--- src/rtl/alu_op_issuer_if.sv ---
// Request, ALU and response signals of the ALU op issuer, bundled as one interface.
// master = issuer view, slave = sequencer/ALU/consumer view.
interface alu_op_issuer_if #(parameter int N = 8);
  logic         req_valid;
  logic         req_ready;
  logic [2:0]   req_selop;
  logic [N-1:0] req_operand;
  logic         req_wr_acc;
  logic [N-1:0] alu_dataa;
  logic [N-1:0] alu_datab;
  logic [2:0]   alu_selop;
  logic [N-1:0] alu_result;
  logic         alu_cout;
  logic         rsp_valid;
  logic         rsp_ready;
  logic [N-1:0] rsp_result;
  logic [3:0]   rsp_flags;
  logic [N-1:0] acc;

  modport master (
    input  req_valid, req_selop, req_operand, req_wr_acc,
    input  alu_result, alu_cout, rsp_ready,
    output req_ready, alu_dataa, alu_datab, alu_selop,
    output rsp_valid, rsp_result, rsp_flags, acc
  );

  modport slave (
    output req_valid, req_selop, req_operand, req_wr_acc,
    output alu_result, alu_cout, rsp_ready,
    input  req_ready, alu_dataa, alu_datab, alu_selop,
    input  rsp_valid, rsp_result, rsp_flags, acc
  );
endinterface

--- src/rtl/alu_op_issuer.sv ---
// ALU op issuer: drives operands/opcode to a combinational ALU, captures result and flags
// {V,C,N,Z}, and maintains the accumulator. Define ALU_OVF_EN to compute the V flag.
module alu_op_issuer #(
  parameter int N = 8
) (
  input  logic          clk,
  input  logic          rst,
  alu_op_issuer_if.master bus
);

  typedef enum logic [1:0] {IDLE, DRIVE, RESP} state_t;

  state_t       state, state_next;
  logic [N-1:0] acc_q;
  logic [N-1:0] datab_q;
  logic [2:0]   selop_q;
  logic         wr_acc_q;
  logic [N-1:0] result_q;
  logic [3:0]   flags_q;
  logic [3:0]   flags_d;
  logic         accept;
  logic         carry;
  logic         ovf;

  always_ff @(posedge clk or posedge rst) begin
    if (rst) state <= IDLE;
    else     state <= state_next;
  end

  always_comb begin
    state_next = state;
    accept     = 1'b0;
    case (state)
      IDLE: begin
        if (bus.req_valid) begin
          accept     = 1'b1;
          state_next = DRIVE;
        end
      end
      DRIVE:   state_next = RESP;
      RESP:    if (bus.rsp_ready) state_next = IDLE;
      default: state_next = IDLE;
    endcase
  end

  // The ALU carry mux keys on selop[1:0]; only the arithmetic opcodes may report C.
  always_comb begin
    carry = bus.alu_cout & selop_q[2] & (selop_q[1:0] != 2'b00);
    ovf   = 1'b0;
`ifdef ALU_OVF_EN
    case (selop_q)
      3'b101:  ovf = (acc_q[N-1] == datab_q[N-1]) && (bus.alu_result[N-1] != acc_q[N-1]);
      3'b110:  ovf = (datab_q == {1'b0, {(N-1){1'b1}}});
      3'b111:  ovf = (datab_q == {1'b1, {(N-1){1'b0}}});
      default: ovf = 1'b0;
    endcase
`endif
    flags_d = {ovf, carry, bus.alu_result[N-1], (bus.alu_result == '0)};
  end

  always_ff @(posedge clk or posedge rst) begin
    if (rst) begin
      acc_q    <= '0;
      datab_q  <= '0;
      selop_q  <= '0;
      wr_acc_q <= 1'b0;
      result_q <= '0;
      flags_q  <= '0;
    end else begin
      if (accept) begin
        datab_q  <= bus.req_operand;
        selop_q  <= bus.req_selop;
        wr_acc_q <= bus.req_wr_acc;
      end
      if (state == DRIVE) begin
        result_q <= bus.alu_result;
        flags_q  <= flags_d;
        if (wr_acc_q) acc_q <= bus.alu_result;
      end
    end
  end

  // rsp_valid is exactly "in RESP", so it is decoded from the state register rather than stored twice.
  assign bus.req_ready  = (state == IDLE) && !rst;
  assign bus.rsp_valid  = (state == RESP);
  assign bus.alu_dataa  = acc_q;
  assign bus.alu_datab  = datab_q;
  assign bus.alu_selop  = selop_q;
  assign bus.rsp_result = result_q;
  assign bus.rsp_flags  = flags_q;
  assign bus.acc        = acc_q;

endmodule

--- src/flat_wrapper.sv ---
// flat-port wrapper written by rule: the top's interface ports become plain ports
module alu_op_issuer_flat 
#(
  parameter int N = 8
)
  (clk, rst, bus_req_valid, bus_req_selop, bus_req_operand, bus_req_wr_acc, bus_alu_result, bus_alu_cout, bus_rsp_ready, bus_req_ready, bus_alu_dataa, bus_alu_datab, bus_alu_selop, bus_rsp_valid, bus_rsp_result, bus_rsp_flags, bus_acc);
  alu_op_issuer_if #(.N(N)) bus_i ();
  input  logic clk;
  input  logic rst;
  input wire logic [$bits(bus_i.req_valid)-1:0] bus_req_valid;
  input wire logic [$bits(bus_i.req_selop)-1:0] bus_req_selop;
  input wire logic [$bits(bus_i.req_operand)-1:0] bus_req_operand;
  input wire logic [$bits(bus_i.req_wr_acc)-1:0] bus_req_wr_acc;
  input wire logic [$bits(bus_i.alu_result)-1:0] bus_alu_result;
  input wire logic [$bits(bus_i.alu_cout)-1:0] bus_alu_cout;
  input wire logic [$bits(bus_i.rsp_ready)-1:0] bus_rsp_ready;
  output wire logic [$bits(bus_i.req_ready)-1:0] bus_req_ready;
  output wire logic [$bits(bus_i.alu_dataa)-1:0] bus_alu_dataa;
  output wire logic [$bits(bus_i.alu_datab)-1:0] bus_alu_datab;
  output wire logic [$bits(bus_i.alu_selop)-1:0] bus_alu_selop;
  output wire logic [$bits(bus_i.rsp_valid)-1:0] bus_rsp_valid;
  output wire logic [$bits(bus_i.rsp_result)-1:0] bus_rsp_result;
  output wire logic [$bits(bus_i.rsp_flags)-1:0] bus_rsp_flags;
  output wire logic [$bits(bus_i.acc)-1:0] bus_acc;
  assign bus_i.req_valid = bus_req_valid;
  assign bus_i.req_selop = bus_req_selop;
  assign bus_i.req_operand = bus_req_operand;
  assign bus_i.req_wr_acc = bus_req_wr_acc;
  assign bus_i.alu_result = bus_alu_result;
  assign bus_i.alu_cout = bus_alu_cout;
  assign bus_i.rsp_ready = bus_rsp_ready;
  assign bus_req_ready = bus_i.req_ready;
  assign bus_alu_dataa = bus_i.alu_dataa;
  assign bus_alu_datab = bus_i.alu_datab;
  assign bus_alu_selop = bus_i.alu_selop;
  assign bus_rsp_valid = bus_i.rsp_valid;
  assign bus_rsp_result = bus_i.rsp_result;
  assign bus_rsp_flags = bus_i.rsp_flags;
  assign bus_acc = bus_i.acc;
  alu_op_issuer #(.N(N)) u_core (.clk(clk), .rst(rst), .bus(bus_i));
endmodule
--- config.mk ---
export PLATFORM = sky130hd
export DESIGN_NAME = alu_op_issuer_flat
export DESIGN_NICKNAME = d
export VERILOG_FILES = /design/src/rtl/alu_op_issuer_if.sv /design/src/rtl/alu_op_issuer.sv /design/src/flat_wrapper.sv
export SDC_FILE = /design/constraint.sdc
export NUM_CORES = 1
export LEC_CHECK = 0
export BUFFER_PORTS_ARGS = -buffer_cell sky130_fd_sc_hd__buf_2
export CORE_UTILIZATION = 40
export CTS_CLUSTER_DIAMETER = 60
export DETAILED_ROUTE_END_ITERATION = 16
export GPL_ROUTABILITY_DRIVEN = 1
export PLACE_DENSITY_LB_ADDON = 0.2
export SETUP_SLACK_MARGIN = 0.15
export SYNTH_ARGS = -nofsm -noshare
export SYNTH_HDL_FRONTEND = slang
export SYNTH_SLANG_ARGS = --single-unit
--- constraint.sdc ---
create_clock -name clk -period 1.8 [get_ports clk]
set_input_delay 0.09 -clock clk [delete_from_list [all_inputs] [get_ports clk]]
set_output_delay 0.09 -clock clk [all_outputs]
set_load 0.02 [all_outputs]
==> results.md <==
- finished clean — result of the run
- 59.6 µm — floorplan die height
- 0.603 — share of synthesized area occupied by flip-flops and latches
- 0 — Final Hold Violating Endpoints
- 0.284 — Global Route met2 Usage
- 3560 µm² — total die area
- 1840 nW/µm² — power per unit of standard cell area
- 1.09 mV — Peak supply drop
- 4.57 — number of vias per cell
- 0 — antenna violations before repair
- 1330 µm² — cell area after technology mapping
- 5 — number of buffers added by the clock tree synthesis step
- 64 — Port Buffer Count
- 0 — CTS-repair resized insts
- input port to flop — Worst Hold Class
- 0.124 — part of the power in the clock network
- 0.893 nW — Leakage Power
- 1.83 mm — half-perimeter wire length after detailed placement
- 13 — peak fanout along the critical path
- 2.01 ns — data required time at the worst endpoint
- 0.09 ns — CTS clk-pin slew, worst paths
- 0.760 — part of the cycle the worst path needs
- 0 — final-report max-slew violation count
- 0 ns — Post-Route Setup TNS
- 12.5 µm — routed len/inst
- 3 — Register-to-Register Path Depth
- 32 — Seq cells post-synth
- 189 — number of nets in the finished design
- 0.624 — proportion of layout cells with a drive suffix above 1
- u_core.state[0] — worst setup path startpoint
- 0.32 ns — Clk Latency, worst-skew pair
- 209 — number of standard cells in the final layout excluding fillers
- 114 — number of nets in the synthesized netlist
- flip-flops — family with the most delay on the worst path
- 0 — YS warnings
- 36.8% — area growth from synthesis to layout
- 731 MHz — highest clock frequency the design can meet
- 21 — maximum number of pins on one net before global-route repair
- 0.603 — share of Yosys cell area claimed by the top area cell type
- 0 — final antenna-violating net count
- flop to flop — critical path class
- 66 — I/O pin cnt
- 0.43 ns — flop-to-flop setup slack
- 0.0283 ns — worst hold slack after final layout
- 64 x buf_2, 32 x dfrtp_1, 28 x mux2_2 — top library cells by usage in the layout, fill and taps aside
- u_core.state[0] — launching point of the worst reg2reg path
- 3.35 mW — Total Power Consumption
- u_core.bus.acc[5] — sink of the worst hold path
- 0.384 — register share of total power
- 0.431 ns — worst path setup slack after routing
- 2 — number of detailed-route iterations in the first pass
- 187 — number of cells in the design after placement
- 32 — sinks on the clock net
- 59.6 µm — horizontal extent of the die
- 1.58 ns — worst endpoint data arrival time
- 14.9 µm² — synthesized area per cell
- dfrtp_1 60%, mux2_2 24%, buf_4 5.6% — largest cells by area after synthesis
- 16 — count of cell types in the netlist
- dfrtp_1 — leading area contributor after synthesis
- 2 — Clock H-tree levels
- 2.62 mm — routed wire length
- 0 — number of DRC violations after detailed routing
- buf_2 — most common cell after layout, fill and taps aside
- met2 — highest-utilization routing layer at the global route stage
- 20 — number of placement rows
- 0.172 — GRT Total Usage
- 0.586 — utilization of the core after routing
- 1 — number of buffer and inverter instances along the worst setup path
- flop — kind of capture point of the worst setup path
- 6 — DRC marker count from the first detailed-route iteration
- 1.37 ns — Tmin final
- 1.37 mW — switching power total
- 0.685 — final RePlAce weighted congestion
- 3100 µm² — area of the core
- 0 — maxcap violations
- 301 — fillers
- no — RSZ-0062 raised after global routing
- 0.0764 — global-route track usage on met3
- 4.26 mm — first-pass GRT wire length
- 1820 µm² — Layout Cell Area excl Fill
- 0 — grt ovf
- 0 — post-CTS setup buffer count
- 978 — via count of the first global-routing pass
- 89 — count of mapped cells out of synthesis
- 956 — overall via count from detail_route
- flop — element type at the critical path start
- 0.428 — Initial Utilization
- 1.97 mW — cell-internal power
- 0 — count of antenna diodes in the layout
- 0.188 — GR Util met1
- 1620 µm² — area post-placement
- u_core.bus.alu_datab[4] — capture point of the worst reg-to-reg path
- 0 — final setup fails
- 2 — depth of the worst hold-timing path
- dfrtp_1 — CP max-delay cell
- 0.428 ns — Post-Place Worst Slack
- 0.48 ns — crit-path max cell delay
- nor3b_4, buf_4, mux2_2 — sequence of cells on the critical path
- yes — TritonCTS clock tree
- 0.00459 ns — final setup skew
- clkbuf_4 — root buf cell
- 0.492 — combinational fraction of design power
- bus_alu_result[5] — worst hold start
- 2 — Clock Path Buffers
- 0.410 — switching portion of total power
## synth_stat cells
cell type,count
nand2b_1,1
buf_6,1
mux2_2,28
inv_1,2
nand3b_2,1
nand2b_4,1
nor4_1,2
nor3b_4,1
nand2_1,3
conb_1,1
o21ai_0,3
dfrtp_1,32
clkbuf_8,1
nor3_1,1
buf_4,10
o211ai_1,1
## per-layer routing
metal / vias to the layer above / wire length (µm)
li1: 452 / -
met1: 452 / 1050
met2: 50 / 1330
met3: 2 / 215
met4: 0 / 27
met5: - / 0
## flip-flops by register name, indices dropped and copies added (netlist names)
| register | count |
|---|---|
| u_core.state | 2 |
| u_core.bus.acc | 8 |
| u_core.wr_acc_q | 1 |
| u_core.bus.alu_datab | 8 |
| u_core.bus.alu_selop | 3 |
| u_core.bus.rsp_result | 7 |
| u_core.bus.rsp_flags | 3 |
## layout make-up
class / count / area (µm²) / share of cell area
well taps: 44 / 55.1 / 0.0303
inverters: 2 / 7.51 / 0.00413
flip-flops and latches: 32 / 801 / 0.440
repair buffers: 80 / 475 / 0.262
multi-input cells: 43 / 420 / 0.231
clock buffers: 8 / 58.8 / 0.0323
## worst max-delay path by stage
stage                                    endpoint  slack (ns)  cells after the start
after floorplan           u_core.bus.alu_datab[0]        0.48                      3
after global placement    u_core.bus.alu_selop[1]        0.49                      3
after detailed placement  u_core.bus.alu_datab[0]        0.43                      3
after CTS                 u_core.bus.alu_datab[0]        0.41                      3
after global routing      u_core.bus.alu_datab[5]        0.36                      3
final                     u_core.bus.alu_datab[4]        0.43                      3
## logic make-up after synthesis
logic type | after synthesis | share of synthesized area
flip-flops | 32 | 0.603
multiplexers | 28 | 0.237
buffers and inverters | 14 | 0.0810
AND/OR/NAND/NOR | 10 | 0.0593
AO/OA/AOI/OAI | 4 | 0.0169
other | 1 | 0.00282
## worst reg2reg max path: stages, from the launching register on
cell	delay (ns)
dfrtp_1	0.48
nor3b_4	0.20
buf_4	0.22
mux2_2	0.36
## power groups by stage
stage	sequential, mW	clock (mW)	combinational [mW]
2_1_floorplan	1.69	0	0.861
3_5_place_dp	1.30	0	1.64
6_report	1.28	0.414	1.65
3_3_place_gp	1.28	0	1.62
4_1_cts	1.29	0.435	1.67
5_1_grt	1.33	0.473	1.76
## repair_timing
item / CTS / global route
hold buffers: 14 / 0
hold endpoints to repair: 25 / 0
endpoints found under the setup margin: 0 / 0
No activity file was read; power rests on OpenSTA's default activity.
